**src/rtl/wb_stage_mc.sv**
```systemverilog
// Write-back stage: retires one entry per cycle into the GPR file, commits CP0 exception/ERET/mtc0,
// stalls on multi-cycle mfc0 reads. Optional trace ports are enabled by defining WB_TRACE_EN.
module wb_stage_mc #(
    parameter int DATA_W  = 32,
    parameter int RF_AW   = 5,
    parameter int CP0_LAT = 0
) (
    input  logic                         clk,
    input  logic                         reset,
    output logic                         ws_allowin,
    input  logic                         ms_to_ws_valid,
    input  logic [2*DATA_W+RF_AW+80:0]   ms_to_ws_bus,
    output logic                         cp0_rd_req,
    output logic [4:0]                   cp0_raddr,
    input  logic [DATA_W-1:0]            cp0_rdata,
    output logic                         ws_to_cp0_ex,
    output logic [4:0]                   ws_to_cp0_excode,
    output logic [31:0]                  ws_to_cp0_badva,
    output logic                         ws_to_cp0_bd,
    output logic [31:0]                  ws_to_cp0_pc,
    output logic                         ws_to_cp0_we,
    output logic [4:0]                   ws_to_cp0_waddr,
    output logic [DATA_W-1:0]            ws_to_cp0_wdata,
    output logic                         ws_eret,
    output logic                         ws_flush,
    output logic                         rf_we,
    output logic [RF_AW-1:0]             rf_waddr,
    output logic [DATA_W-1:0]            rf_wdata,
    output logic                         ws_fwd_valid,
    output logic                         ws_fwd_ready,
    output logic [RF_AW-1:0]             ws_fwd_dest,
    output logic [DATA_W-1:0]            ws_fwd_data,
`ifdef WB_TRACE_EN
    output logic [31:0]                  debug_wb_pc,
    output logic [3:0]                   debug_wb_rf_wen,
    output logic [RF_AW-1:0]             debug_wb_rf_wnum,
    output logic [DATA_W-1:0]            debug_wb_rf_wdata,
`endif
    output logic [1:0]                   ws_dbg_state
);

    localparam int BUS_W    = 2*DATA_W + RF_AW + 81;
    localparam int PC_LSB   = 0;
    localparam int RES_LSB  = 32;
    localparam int DEST_LSB = RES_LSB + DATA_W;
    localparam int GWE_B    = DEST_LSB + RF_AW;
    localparam int EXC_LSB  = GWE_B + 1;
    localparam int EX_B     = EXC_LSB + 5;
    localparam int BVA_LSB  = EX_B + 1;
    localparam int RFC0_B   = BVA_LSB + 32;
    localparam int C0A_LSB  = RFC0_B + 1;
    localparam int MTC0_B   = C0A_LSB + 5;
    localparam int BD_B     = MTC0_B + 1;
    localparam int ERET_B   = BD_B + 1;
    localparam int RT_LSB   = ERET_B + 1;
    localparam int ADDREX_B = RT_LSB + DATA_W;
    localparam logic [2:0] LAT = 3'(CP0_LAT);

    // Handshake: MEM->WB transfer happens when ms_to_ws_valid && ws_allowin && !ws_flush.
    typedef enum logic [1:0] {
        S_IDLE   = 2'd0,
        S_ACTIVE = 2'd1,
        S_WAIT   = 2'd2
    } state_t;

    state_t             r_state;
    logic [2:0]         r_cnt;
    logic [BUS_W-1:0]   r_bus;

    logic w_valid, w_ex, w_eret, w_mfc0, w_ready_go, w_flush, w_accept;

    assign w_valid = (r_state != S_IDLE);
    assign w_ex    = r_bus[EX_B];
    assign w_eret  = r_bus[ERET_B];
    assign w_mfc0  = r_bus[RFC0_B] && !w_ex && !w_eret;

    always_comb begin
        w_ready_go = 1'b1;
        if (r_state == S_ACTIVE && w_mfc0 && CP0_LAT != 0)
            w_ready_go = 1'b0;
        else if (r_state == S_WAIT)
            w_ready_go = (r_cnt == LAT);
    end

    // Exception/ERET can only be seen in ACTIVE: such entries never enter WAIT.
    assign w_flush    = (r_state == S_ACTIVE) && (w_ex || w_eret);
    assign ws_allowin = !w_valid || w_ready_go;
    assign w_accept   = ms_to_ws_valid && ws_allowin && !w_flush;

    always_ff @(posedge clk) begin
        if (reset) begin
            r_state <= S_IDLE;
            r_cnt   <= 3'd0;
            r_bus   <= '0;
        end else begin
            if (w_accept)
                r_bus <= ms_to_ws_bus;
            case (r_state)
                S_IDLE: begin
                    if (w_accept)
                        r_state <= S_ACTIVE;
                end
                S_ACTIVE: begin
                    if (!w_ready_go) begin
                        r_state <= S_WAIT;
                        r_cnt   <= 3'd1;
                    end else begin
                        r_state <= w_accept ? S_ACTIVE : S_IDLE;
                    end
                end
                S_WAIT: begin
                    if (w_ready_go) begin
                        r_cnt   <= 3'd0;
                        r_state <= w_accept ? S_ACTIVE : S_IDLE;
                    end else begin
                        r_cnt <= r_cnt + 3'd1;
                    end
                end
                default: begin
                    r_state <= S_IDLE;
                    r_cnt   <= 3'd0;
                end
            endcase
        end
    end

    assign ws_dbg_state = r_state;

    assign cp0_rd_req = (r_state == S_ACTIVE) && w_mfc0;
    assign cp0_raddr  = r_bus[C0A_LSB +: 5];

    assign ws_flush         = w_flush;
    assign ws_to_cp0_ex     = w_flush && w_ex;
    assign ws_eret          = w_flush && !w_ex;
    assign ws_to_cp0_excode = r_bus[EXC_LSB +: 5];
    assign ws_to_cp0_badva  = r_bus[ADDREX_B] ? r_bus[PC_LSB +: 32] : r_bus[BVA_LSB +: 32];
    assign ws_to_cp0_bd     = r_bus[BD_B];
    assign ws_to_cp0_pc     = r_bus[PC_LSB +: 32];
    assign ws_to_cp0_we     = (r_state == S_ACTIVE) && r_bus[MTC0_B] && !w_ex;
    assign ws_to_cp0_waddr  = r_bus[C0A_LSB +: 5];
    assign ws_to_cp0_wdata  = r_bus[RT_LSB +: DATA_W];

    assign ws_fwd_valid = w_valid && r_bus[GWE_B] && !w_ex && !w_eret;
    assign ws_fwd_ready = w_ready_go;
    assign ws_fwd_dest  = r_bus[DEST_LSB +: RF_AW];
    assign ws_fwd_data  = rf_wdata;

    assign rf_we    = ws_fwd_valid && w_ready_go;
    assign rf_waddr = r_bus[DEST_LSB +: RF_AW];
    assign rf_wdata = r_bus[RFC0_B] ? cp0_rdata : r_bus[RES_LSB +: DATA_W];

`ifdef WB_TRACE_EN
    assign debug_wb_pc       = r_bus[PC_LSB +: 32];
    assign debug_wb_rf_wen   = {4{rf_we}};
    assign debug_wb_rf_wnum  = r_bus[DEST_LSB +: RF_AW];
    assign debug_wb_rf_wdata = rf_wdata;
`else
    // Trace ports are not present in this build.
`endif

endmodule

```
**config.mk**
```make
export PLATFORM = sky130hd
export DESIGN_NAME = wb_stage_mc
export DESIGN_NICKNAME = d
export VERILOG_FILES = /design/src/rtl/wb_stage_mc.sv
export SDC_FILE = /design/constraint.sdc
export NUM_CORES = 1
export LEC_CHECK = 0
export ABC_CLOCK_PERIOD_IN_PS = 1720
export BUFFER_PORTS_ARGS = -buffer_cell sky130_fd_sc_hd__buf_2
export CAP_MARGIN = 20
export CORE_AREA = 2 2 148 150
export CTS_CLUSTER_SIZE = 12
export DETAILED_ROUTE_END_ITERATION = 8
export DIE_AREA = 0 0 150 152
export HOLD_SLACK_MARGIN = 0.06
export PLACE_DENSITY = 0.66
export SLEW_MARGIN = 0
export SYNTH_ARGS = -nofsm -noshare
export SYNTH_HDL_FRONTEND = slang
export SYNTH_SLANG_ARGS = --single-unit
```
**constraint.sdc**
```tcl
create_clock -name clk -period 1.72 [get_ports clk]
set_input_delay 0 -clock clk [delete_from_list [all_inputs] [get_ports clk]]
set_output_delay 0 -clock clk [all_outputs]
set_load 0.1 [all_outputs]
```
==> results.toml <==
[timing]
finalSetupTns_ns = -1.18
period_minus_slack_ns = 1.80
finalClockSkew_ns = 0.0115
slew-limit-headroom_pct = 64.2
tightest_slew_ns = 0.537
rsz0062_at_grt = "true"
post-route-period-util_pct = 104
postLayoutSetupSlackWorst_ns = -0.0774
hold_violations = 0
setup_violations = 60
finalMaxSlewViolations = 0
fmax_ghz = 0.556
holdWs_ns = 0.370

[detailed_routing]
drc = 0
antenna_left = 0
wl_per_cell_um = 19.2
vias = 8080
drt_wl_total_um = 31500
vias_per_cell = 4.91
drtIter0Drc = 305
dr.pass1.iters = 5

[place]
dp_hpwl_um = 17300
gp_congestion = 0.812
io_buffers = 381
placed_area_mm2 = 0.0105

[critical_path]
cp_max_fo = 8
crit_chain = "inv_4 -> ha_4 -> buf_6 -> o311a_4 -> buf_8 -> clkbuf_16 -> nand2_1 -> a21oi_2"
r2r_cells = 8
startpoint_type = "flop"
crit_required_ns = 2.03
worst_path_largest_cell_delay_ns = 0.46
critPathCapture = "r_bus[58]$_SDFFE_PP0P_"
r2r_setup_slack_ns = -0.08
cp_slowest_cell = "o311a_4"
crit_path_end_kind = "flop"
arrival_ns = 2.10
worstSetupPathType = "flop to flop"
startpoint = "ws_dbg_state[1]$_SDFFE_PP0P_"
worstReg2RegEnd = "r_bus[58]$_SDFFE_PP0P_"
r2r_start = "ws_dbg_state[1]$_SDFFE_PP0P_"

[synth]
synth_edf_count = 0
synth_area_leader_cell = "dfxtp_1"
yosys_warnings = 0
synthCells = 898
synth_nets = 1090
synth_most_common_cell = "nand2_1"
synth_cell_types = 32
netlist_area_mm2 = 0.00730
synth_top_area_share_pct = 42.5
synth_common_cells = "302 x nand2_1, 155 x dfxtp_1, 153 x a21oi_1, 122 x buf_4, 64 x mux2_2"
synth.area.top_cells = "dfxtp_1 43%, nand2_1 16%, buf_4 13%"
seq_area_frac_synth_pct = 42.5
synth_area_per_cell_um2 = 8.12
yosys_register_bits = 155
synthArstFlopShare_pct = 0
ys.flop_type = "dfxtp_1"

[outcome]
violations = "setup timing"
outcome = "finished, violations left"

[floorplanning]
die-height_um = 152
die_x_um = 150
rows = 54
coreArea_mm2 = 0.0214
io_pins = 382
start_util_pct = 34.2
fp.dieArea_mm2 = 0.0228

[grt]
grt_use_total_pct = 22.1
grt_pass1_vias = 7759
grt_max_degree = 59
grt_overflow = 0
antenna_found_initial = 3
grt_pass1_wl_um = 39900

[clock_tree]
cts_buffers = 17
clockBufferDepth = 2
ctsHtreeMaxLevel = 4
clock_latency_ns = 0.42
cts.sinks = 155
clockRootBuffer = "clkbuf_16"
clk_pin_slew_ns = 0.07
cts_tree = "done"

[power_and_ir_drop]
total_power_uw = 13400
ir_worst_vdd_uv = 636
p_leak_uw = 0.00652
power_density_mw_per_mm2 = 937

[layout]
area_delta_synth_final_pct = 96.6
final_core_util_pct = 67.2
nNetsFinal = 1543
multi_input_area_mm2 = 0.00404
drive_gt1_share_pct = 58.0
final_area_mm2 = 0.0143
final-seq-area_mm2 = 0.00312
fill_cells = 1432

[min_path]
hold_path_class = "input pin to flop"

[job]
maxCapViolCount = 0
-- layout by cell type (no fill, tap or decap), types with 4 or more instances in the layout --
master,synthesis,final
dfxtp_1,155,149
buf_12,0,118
dlygate4sd3_1,0,152
o21ai_0,4,4
mux2_4,0,17
clkinv_4,0,5
buf_2,17,275
nand2_2,0,51
clkbuf_16,0,36
nand2_1,302,188
inv_6,0,5
buf_4,122,26
a21oi_2,0,96
mux2_2,64,47
buf_8,0,6
buf_6,11,16
a21oi_1,153,57
nand2_4,0,63
-- critical path, delay by kind of cell, from the launching register on --
kind / cells / cell delay [ns]
buf+inv: 4 / 0.52
fa+ha+maj: 1 / 0.17
flops: 1 / 0.37
simple gates: 1 / 0.10
compound gates: 2 / 0.52
-- where the power goes --
group	internal (uW)	switching [uW]	total (uW)
clock	1960	1680	3640
sequential	3820	180	4000
combinational	2020	3790	5810
-- flip-flops by register name, indices dropped and copies added (netlist names) --
signal	cells
ws_dbg_state	2
r_bus	150
r_cnt	3
-- worst min-delay path by stage --
stage,startpoint,end,slack (ns),cells after the start
3_3_place_gp,ms_to_ws_bus[149],r_bus[149]$_SDFFE_PP0P_,0.24,3
6_report,ms_to_ws_bus[149],r_bus[149]$_SDFFE_PP0P_,0.37,4
4_1_cts,ms_to_ws_bus[64],r_bus[64]$_SDFFE_PP0P_,0.34,4
3_5_place_dp,ms_to_ws_bus[149],r_bus[149]$_SDFFE_PP0P_,0.24,3
2_1_floorplan,ms_to_ws_bus[100],r_bus[100]$_SDFFE_PP0P_,0.14,2
5_1_grt,ms_to_ws_bus[43],r_bus[43]$_SDFFE_PP0P_,0.36,4
-- cells by family (layout without fill, tap and decap cells) --
kind of cell               count (synthesis)  in the layout  synth area share (%)
DFF                                      155            155                  42.5
muxes                                     64             64                  9.88
buffers and inverters                    187            653                  17.3
and+or+nand+nor                          319            319                  16.9
adders and majority gates                  7              7                  1.20
AOI/OAI and AO/OA                        166            166                  12.1
other                                      0              2                     0
-- timing repair --
item / CTS / global route
pin swaps: 3 / 122
endpoints found under the setup margin: 31 / 144
hold buffers: 152 / 0
gates resized for setup: 21 / 306
setup buffers: 6 / 8
gates cloned: 1 / 24
hold endpoints to repair: 154 / 0
-- area by class of cell --
class	count	share of cell area [%]
diodes	2	0.0349
repair buffers	614	43.5
clock buffers	20	3.18
multi-input cells	556	28.2
inverters	7	0.218
well taps	280	2.44
clock inverters	12	0.715
flip-flops and latches	155	21.7
-- per-stage QoR --
stage | setup slack (ns) | instances
final | -0.0774 | 1646
after global routing | -0.188 | 1646
after CTS | -0.0630 | 1612
after detailed placement | -0.0226 | 1421
after global placement | 0.0433 | 1421
after floorplan | -0.834 | 898
-- routing by layer --
layer | vias up | share of wire [%] | GRT usage, %
li1 | 3717 | - | -
met4 | 2 | 4.8 | 11.0
met3 | 107 | 7.4 | 6.73
met1 | 3840 | 36 | 23.5
met2 | 414 | 52 | 39.4
met5 | - | 0.041 | 0
Power figures use the tool's default switching activity.
